--- config.mk ---
export PLATFORM = sky130hd
export DESIGN_NAME = mdu_mul_sequencer
export DESIGN_NICKNAME = d
export VERILOG_FILES = /design/src/rtl/mdu_pkg.sv /design/src/rtl/mdu_timeout_cnt.sv /design/src/rtl/mdu_mul_sequencer.sv
export SDC_FILE = /design/constraint.sdc
export NUM_CORES = 1
export LEC_CHECK = 0
export ABC_CLOCK_PERIOD_IN_PS = 4000
export BUFFER_PORTS_ARGS = -buffer_cell sky130_fd_sc_hd__buf_4
export CORE_MARGIN = 3
export CORE_UTILIZATION = 35
export DETAILED_ROUTE_END_ITERATION = 8
export PLACE_DENSITY = 0.66
export SETUP_SLACK_MARGIN = 0.02
export SKIP_LAST_GASP = 1
export SYNTH_ARGS = -nofsm -noshare
export SYNTH_HDL_FRONTEND = slang
export SYNTH_SLANG_ARGS = --single-unit
--- constraint.sdc ---
create_clock -name clk -period 4 [get_ports clk]
set_input_delay 0.8 -clock clk [delete_from_list [all_inputs] [get_ports clk]]
set_output_delay 0.8 -clock clk [all_outputs]
set_load 0.05 [all_outputs]
--- src/rtl/mdu_pkg.sv ---
// Shared types and constants for the multiply/divide unit: opcode and
// sequencer state encodings plus the default watchdog limit.
package mdu_pkg;

    typedef enum logic [1:0] {
        MUL    = 2'b00,
        MULH   = 2'b01,
        MULHSU = 2'b10,
        MULHU  = 2'b11
    } mul_op_e;

    typedef enum logic [1:0] {
        S_IDLE,
        S_BUSY,
        S_DONE,
        S_DRAIN
    } seq_state_e;

    // Default multiplier watchdog limit and the counter width that covers it.
    localparam int unsigned MDU_TIMEOUT = 40;
    localparam int unsigned MDU_CNT_W   = 6;

endpackage

--- src/rtl/mdu_timeout_cnt.sv ---
// Saturating watchdog counter: clear has priority over enable, and expired
// stays high once the count reaches TIMEOUT.
module mdu_timeout_cnt
    import mdu_pkg::*;
#(
    parameter int unsigned CNT_W   = MDU_CNT_W,
    parameter int unsigned TIMEOUT = MDU_TIMEOUT
) (
    input  logic clk,
    input  logic rst,
    input  logic clr,
    input  logic en,
    output logic expired
);

    localparam logic [CNT_W-1:0] LIMIT = CNT_W'(TIMEOUT);

    logic [CNT_W-1:0] cnt_q;
    logic [CNT_W-1:0] cnt_d;

    assign expired = (cnt_q >= LIMIT);

    // Next count: clear, else increment until the limit is reached.
    always_comb begin
        cnt_d = cnt_q;
        if (clr) begin
            cnt_d = '0;
        end else if (en && !expired) begin
            cnt_d = cnt_q + 1'b1;
        end
    end

    // Count register with synchronous reset.
    always_ff @(posedge clk) begin
        if (rst) begin
            cnt_q <= '0;
        end else begin
            cnt_q <= cnt_d;
        end
    end

endmodule

--- src/rtl/mdu_mul_sequencer.sv ---
// Sequencer between the execute stage and the shared iterative multiplier:
// latches the request, pulses start, stalls the front end until the product
// returns, absorbs E-stage flushes and bounds latency with a watchdog.
module mdu_mul_sequencer
    import mdu_pkg::*;
#(
    parameter int unsigned TIMEOUT = MDU_TIMEOUT,
    parameter int unsigned CNT_W   = MDU_CNT_W
) (
    input  logic        clk,
    input  logic        rst,
    input  logic        mul_req,
    input  logic [1:0]  mul_opcode,
    input  logic [31:0] operand1,
    input  logic [31:0] operand2,
    input  logic        flush_e,
    output logic        mult_start,
    output logic [1:0]  mult_op,
    output logic [31:0] mult_a,
    output logic [31:0] mult_b,
    input  logic        mult_done,
    input  logic [31:0] mult_result,
    output logic        stall,
    output logic        result_valid,
    output logic [31:0] result,
    output logic        timeout_err
);

    seq_state_e  state_q, state_d;
    logic        mult_start_q, mult_start_d;
    mul_op_e     op_q, op_d;
    logic [31:0] a_q, a_d;
    logic [31:0] b_q, b_d;
    logic [31:0] result_q, result_d;
    logic        result_valid_q, result_valid_d;
    logic        timeout_err_q, timeout_err_d;

    logic        wd_clr;
    logic        wd_en;
    logic        wd_expired;

    mdu_timeout_cnt #(
        .CNT_W   (CNT_W),
        .TIMEOUT (TIMEOUT)
    ) u_wd (
        .clk     (clk),
        .rst     (rst),
        .clr     (wd_clr),
        .en      (wd_en),
        .expired (wd_expired)
    );

    assign mult_start   = mult_start_q;
    assign mult_op      = op_q;
    assign mult_a       = a_q;
    assign mult_b       = b_q;
    assign result       = result_q;
    assign result_valid = result_valid_q;
    assign timeout_err  = timeout_err_q;

    // Front-end hold: a request being accepted, any in-flight multiply, or a
    // new request waiting behind a drain.
    assign stall = ((state_q == S_IDLE) && mul_req && !flush_e)
                 || (state_q == S_BUSY)
                 || ((state_q == S_DRAIN) && mul_req);

    // Next-state and registered-output logic. The watchdog counts every BUSY
    // cycle from the start cycle, so it reads TIMEOUT at T+1+TIMEOUT.
    always_comb begin
        state_d        = state_q;
        mult_start_d   = 1'b0;
        op_d           = op_q;
        a_d            = a_q;
        b_d            = b_q;
        result_d       = result_q;
        result_valid_d = 1'b0;
        timeout_err_d  = 1'b0;
        wd_clr         = 1'b0;
        wd_en          = 1'b0;

        case (state_q)
            S_IDLE: begin
                if (mul_req && !flush_e) begin
                    op_d         = mul_op_e'(mul_opcode);
                    a_d          = operand1;
                    b_d          = operand2;
                    mult_start_d = 1'b1;
                    wd_clr       = 1'b1;
                    state_d      = S_BUSY;
                end
            end
            S_BUSY: begin
                wd_en = 1'b1;
                if (mult_start_q) begin
                    // Start cycle: any mult_done here is stale and ignored.
                    if (flush_e) begin
                        wd_clr  = 1'b1;
                        state_d = S_DRAIN;
                    end
                end else if (flush_e) begin
                    if (mult_done) begin
                        state_d = S_IDLE;
                    end else begin
                        wd_clr  = 1'b1;
                        state_d = S_DRAIN;
                    end
                end else if (mult_done) begin
                    result_d       = mult_result;
                    result_valid_d = 1'b1;
                    state_d        = S_DONE;
                end else if (wd_expired) begin
                    result_d       = '0;
                    result_valid_d = 1'b1;
                    timeout_err_d  = 1'b1;
                    state_d        = S_DONE;
                end
            end
            S_DONE: begin
                state_d = S_IDLE;
            end
            S_DRAIN: begin
                wd_en = 1'b1;
                if (mult_done || wd_expired) begin
                    state_d = S_IDLE;
                end
            end
            default: begin
                state_d = S_IDLE;
            end
        endcase
    end

    // State and output registers with synchronous reset.
    always_ff @(posedge clk) begin
        if (rst) begin
            state_q        <= S_IDLE;
            mult_start_q   <= 1'b0;
            op_q           <= MUL;
            a_q            <= '0;
            b_q            <= '0;
            result_q       <= '0;
            result_valid_q <= 1'b0;
            timeout_err_q  <= 1'b0;
        end else begin
            state_q        <= state_d;
            mult_start_q   <= mult_start_d;
            op_q           <= op_d;
            a_q            <= a_d;
            b_q            <= b_d;
            result_q       <= result_d;
            result_valid_q <= result_valid_d;
            timeout_err_q  <= timeout_err_d;
        end
    end

endmodule

Word-level counts from Yosys, hierarchy flattened
Cells that the tools add are included.

word-level totals
  input port bits = 103
  word-level logic and storage cells = 62
  register bits after elaboration = 109
  output and inout port bits = 102

operators by class
  multiplexer cells = 20
  add/subtract/negate cells = 1
  magnitude comparators = 1
  bitwise logic cells = 4
  reduce and logical (&&, ||, !) cells = 20
  equal/unequal tests = 7

operators with widths
  cell                                                       count
  2-to-1 mux 32 bit                                          2
  2-to-1 mux 2 bit                                           8
  2-to-1 mux 1 bit                                           8
  one-hot mux 2 bit (4 select lines)                         1
  AND reduction 4 bit                                        2
  adder 6 x 1 -> 6 bit (second input constant)               1
  greater-or-equal comparator 6 bit (second input constant)  1
  OR reduction 2 bit                                         3
  logical AND 1 bit                                          5
  OR reduction 5 bit                                         1
  equality test 2 bit (second input constant)                2
  inequality test 2 x 1 -> 1 bit (second input constant)     2
  inequality test 4 x 3 -> 1 bit (second input constant)     1
  NOT 1 bit                                                  4
  OR reduction 4 bit                                         1
  logical OR 1 bit                                           3
  inequality test 3 bit (second input constant)              1
  equality test 2 x 1 -> 1 bit (second input constant)       1
  zero test 1 bit                                            2
  zero test 2 bit                                            1
  one-hot mux 1 bit (2 select lines)                         1
  AND reduction 2 bit                                        1
  nonzero test 2 bit                                         1

Logic depth before layout (Yosys ltp)
  depth after elaboration = 6
  depth in mapped cells = 6
  depth with buffers taken out = 5

Hierarchy
From an unflattened synthesis, not the netlist that was laid out.

second synthesis, totals
  cell total of the unflattened synthesis = 503
  area total of the unflattened synthesis = 4,050.1 um^2

modules (own cells, without submodules)
  module             area each (um^2)  cells an instance  instances  seq. area each (um^2)
  mdu_mul_sequencer  3,749.8           467                1          2,062.0
  mdu_timeout_cnt    300.3             36                 1          120.1

Worst setup path before layout
Ideal clock, no wire load.

  path type = input to output
  start = in flush_e
  end = out stall
  cell stages on the path = 4
  arrival = 1.509 ns
  required time = 3.200 ns
  path slack = 1.691 ns
  path buffers = 1
  cell sequence = buf_2 -> nor2b_1 -> o21ai_0 -> nand2_1

on the way
  longest elaborated chain between the ends = 4

ends and longest elaborated chain
  element            line                     RTL
  from (decl)        mdu_mul_sequencer.sv:16  input logic flush_e,
  zero test 1 bit    mdu_mul_sequencer.sv:63  assign stall = ((state_q == S_IDLE) && mul_req && !flush_e)
  logical AND 1 bit  mdu_mul_sequencer.sv:63
  logical OR 1 bit   mdu_mul_sequencer.sv:64  || (state_q == S_BUSY)
  logical OR 1 bit   mdu_mul_sequencer.sv:65  || ((state_q == S_DRAIN) && mul_req);
  to (decl)          mdu_mul_sequencer.sv:23  output logic stall,

Every way passes these cells.

Final worst setup path
  start = reg u_wd.cnt_q[3]
  end = reg result_q[10] (netlist: result[10])

on the way
  longest elaborated chain between the ends = 3

ends and longest elaborated chain
  element                            line                      RTL
  from (decl)                        mdu_timeout_cnt.sv:18     logic [CNT_W-1:0] cnt_q;
  from (signal assigned)             mdu_timeout_cnt.sv:38     cnt_q <= cnt_d;
  greater-or-equal comparator 6 bit  mdu_timeout_cnt.sv:21     assign expired = (cnt_q >= LIMIT);
  nonzero test 2 bit (no line)       -
  AND reduction 4 bit (no line)      -
  to (signal assigned)               mdu_mul_sequencer.sv:150  result_q <= result_d;
  to (decl)                          mdu_mul_sequencer.sv:34   logic [31:0] result_q, result_d;

Every way passes these cells.
A chain may end at the register's enable or synchronous reset.

==> metrics.md <==
| Metric | Value |
|---|---|
| Outcome | finished, final reports clean |
| Post-place setup slack | roughly 1.4 ns |
| Post-CTS Resized | 0 |
| Top fanout value on the critical path | 32 |
| Longest Clk Path Bufs | 2 |
| Largest net degree at the start of global routing | 68 |
| Compound-Gate Fraction of Synth Area | a little under a quarter |
| Distinct cell type count after synthesis | 32 |
| Post-Route WL | about 10000 µm |
| Final HPWL DP | approximately 7300 µm |
| Leak | ~0.0024 µW |
| Remaining DRCs | 0 |
| Layout cells sized above 1 | a little over two fifths |
| Sw frac | 34.5% |
| Int Pwr | between 1500 and 2000 µW |
| Yosys Warn Count | 0 |
| P&R area growth vs syn | 49.0% |
| Die ar. | about 12000 µm² |
| Seq pwr share | 48.8% |
| CP Cell Sequence | o21ai_1, a2111o_1, nand2_1, a21oi_1 |
| Worst r2r dst | result[10] |
| Switching power of the nets | around 850 µW |
| CTS Root Buffer Type | clkbuf_8 |
| CTS buffer count | 9 |
| Worst slew pin tran | roughly 1 ns |
| Die height | 109 µm |
| Critical path class | flop to flop |
| Post-route cell area | between 5000 and 6000 µm² |
| Final Max Slew Viols | 0 |
| Effective utilization at floorplan | between 30% and 40% |
| Die Wd | around 110 µm |
| Mux share of post-synthesis cell area | 0% |
| Yosys top cell area share | around three fifths |
| Fill count | slightly above 900 |
| Synth top area cells | dfxtp_1 59%, a22o_1 16%, a21oi_1 5.0% |
| Slowest CP cell | a2111o_1 |
| Clock transition at path regs | 0.11 ns |
| Fmax | ~410 MHz |
| Largest area contributor in the netlist | dfxtp_1 |
| Post-Synth XOR/XNOR Area | less than 1% |
| Hold_buf cts | 0 |
| Worst setup margin | 1.59 ns |
| Setup crit start | u_wd.cnt_q[3] |
| Post-Synth Simple-Gate Area | 11.2% |
| Placed cell area | between 5000 and 6000 µm² |
| Total track usage | 16.4% |
| Total grt overflow | 0 |
| Setup TNS | 0 ns |
| Clk_lat worst skew | 0.37 ns |
| 1st-iter DRT viols | 178 |
| Hold Crit Depth | 2 |
| Power per Cell Area | around 450 nW/µm² |
| Startpoint Class | flop |
| Worst path max stage delay | 0.96 ns |
| Diode count | 0 |
| Adder-Cell Fraction of Synth Area | 0.679% |
| Vias in the first global route | 3108 |
| Worst Hold Class | flop to flop |
| Gate Count Post-Synth | 355 |
| FF-to-FF Start | u_wd.cnt_q[3] |
| Core Footprint | 10000 µm² |
| Number of setup violations in the final report | 0 |
| Drt pass-1 iters | 4 |
| Synthesized Nets | 460 |
| CP Data Required Time | around 4.3 ns |
| RSZ-0062 raised after global routing | no |
| Maximum vdd ir drop | around 0.00024 V |
| Worst Min Path Start | result[11] |
| CTS tree | built |
| I/O Pins | ~210 |
| Synthesized area | about 3700 µm² |
| First-pass GRT wire length | about 15000 µm |
| Sequential area share after synthesis | 59.2% |
| Final nets | roughly 650 |
| Number of synthesized flops with an enable pin | 0 |
| Post-DR vias/cell | about 5 |
| Ys async rst share | 0% |
| Clock share of power | a little over a quarter |
| Reg2reg setup slack | 1.59 ns |
| Initial antenna violation count | 0 |
| Largest family of logic cells by synthesized area | compound AO/OA/AOI/OAI gates |
| Fin crit period | about 2.4 ns |
| Period Utilization, post-route | 60.3% |
| Post-detailed-route wirelength per cell | 15.3 µm |
| GPL Wtd Cong | roughly 0.77 |
| FF-to-FF path depth | 4 |
| Remaining antenna violation count after routing | 0 |
| Slew headroom | a little under a third |
| Clk sinks | 109 |
| Count of final hold-check violations | 0 |
| Crit path capture type | flop |
| Clock Skews | just over 0.02 ns |
| Hold Path Sink | result[11] |
| FF+latch count, synth | 109 |
| Std cell rows | 36 |
| Via Count | about 3400 |
| Post-CTS setup buffers | 0 |
| Predominant post-synthesis flop cell | dfxtp_1 |
| H-tree lvl count | 3 |
| CP arrival | 2.71 ns |
| Logic pwr share | between 20% and 30% |
| Max cap viols | 0 |
| IO buf count | approximately 200 |
| Syn avg cell area | just over 10 µm² |
-- power by group through the flow --
stage / sequential, µW / clock, µW / combinational (µW)
6_report: 1210 / 666 / 600
5_1_grt: 1220 / 738 / 631
4_1_cts: 1210 / 690 / 603
3_5_place_dp: 1230 / 0 / 602
3_3_place_gp: 1230 / 0 / 596
2_1_floorplan: 1430 / 0 / 174
-- Yosys cell counts (2+ instances only) --
cell type / n
xor2_1: 3
o21ai_1: 2
nand3_1: 36
ha_1: 2
o21ai_0: 2
a21oi_1: 37
buf_1: 2
and3_1: 2
nand2_1: 37
a22o_1: 66
inv_1: 5
clkbuf_1: 14
nor2_1: 6
dfxtp_1: 109
buf_2: 15
-- area by class of cell --
| type | instances | area (µm²) | area share, % |
|---|---|---|---|
| sequential | 109 | 2180 | 39.7 |
| clock inverter | 7 | 77.6 | 1.41 |
| clock buffer | 9 | 124 | 2.26 |
| multi-input combinational | 210 | 1370 | 24.9 |
| inverter | 5 | 18.8 | 0.342 |
| tap | 133 | 166 | 3.03 |
| timing repair buffer | 207 | 1550 | 28.3 |
-- critical path: cells and delay by family, from the launching register on --
kind | cells | cell delay [ns]
compound gates | 3 | 1.84
flops | 1 | 0.36
simple gates | 1 | 0.13
-- per-stage QoR --
stage,total power [µW],util (%),hold WS [ns],cells
final,2470,54.9,0.457,680
after CTS,2500,54.9,0.460,680
after global routing,2590,54.9,0.480,680
after floorplan,1610,-,0.437,355
after global placement,1820,52.9,0.440,664
after detailed placement,1830,52.9,0.443,664
-- flip-flops by register name, indices dropped and copies added (netlist names) --
register,cells
mult_a,32
mult_b,32
result,32
u_wd.cnt_q,6
mult_op,2
state_q,2
mult_start,1
result_valid,1
timeout_err,1
-- kinds of logic (layout without fill, tap and decap cells) --
family,Yosys count,count (layout)
adders and majority gates,2,2
xor gates and xnor gates,4,4
AOI/OAI and AO/OA,116,116
DFF,109,109
buffers and inverters,36,228
and+or+nand+nor,88,88
-- layout by cell type, fill, tap and decap left out, drive strengths merged --
cell,n
clkinv,3
nor2,6
nor4,1
nand3,36
xnor2,1
dfxtp,109
o21a,1
nor3,1
a41oi,1
clkbuf,9
xor2,3
a2111o,1
a31oi,1
a2111oi,1
or4,1
a221oi,1
o31ai,1
a31o,1
nand2b,2
a22o,66
and3,2
inv,9
a21oi,37
o21ai,4
buf,207
a32oi,1
ha,2
and2,1
nor2b,1
nand2,37
-- how the worst max path moves through the flow --
stage,end,slack [ns]
final,result[10],1.59
after global routing,result[18],1.37
after CTS,result[21],1.59
after detailed placement,result[10],1.41
after global placement,result[30],1.45
after floorplan,stall,1.69
-- routing by layer --
| metal | vias to the layer above | routed length [µm] | global-route usage [%] |
|---|---|---|---|
| li1 | 1654 | - | - |
| met1 | 1571 | 4330 | 20.2 |
| met2 | 121 | 5110 | 26.4 |
| met3 | 24 | 594 | 5.09 |
| met4 | 0 | 340 | 6.94 |
| met5 | - | 0 | 0 |
(Power assumes the default switching activity.)
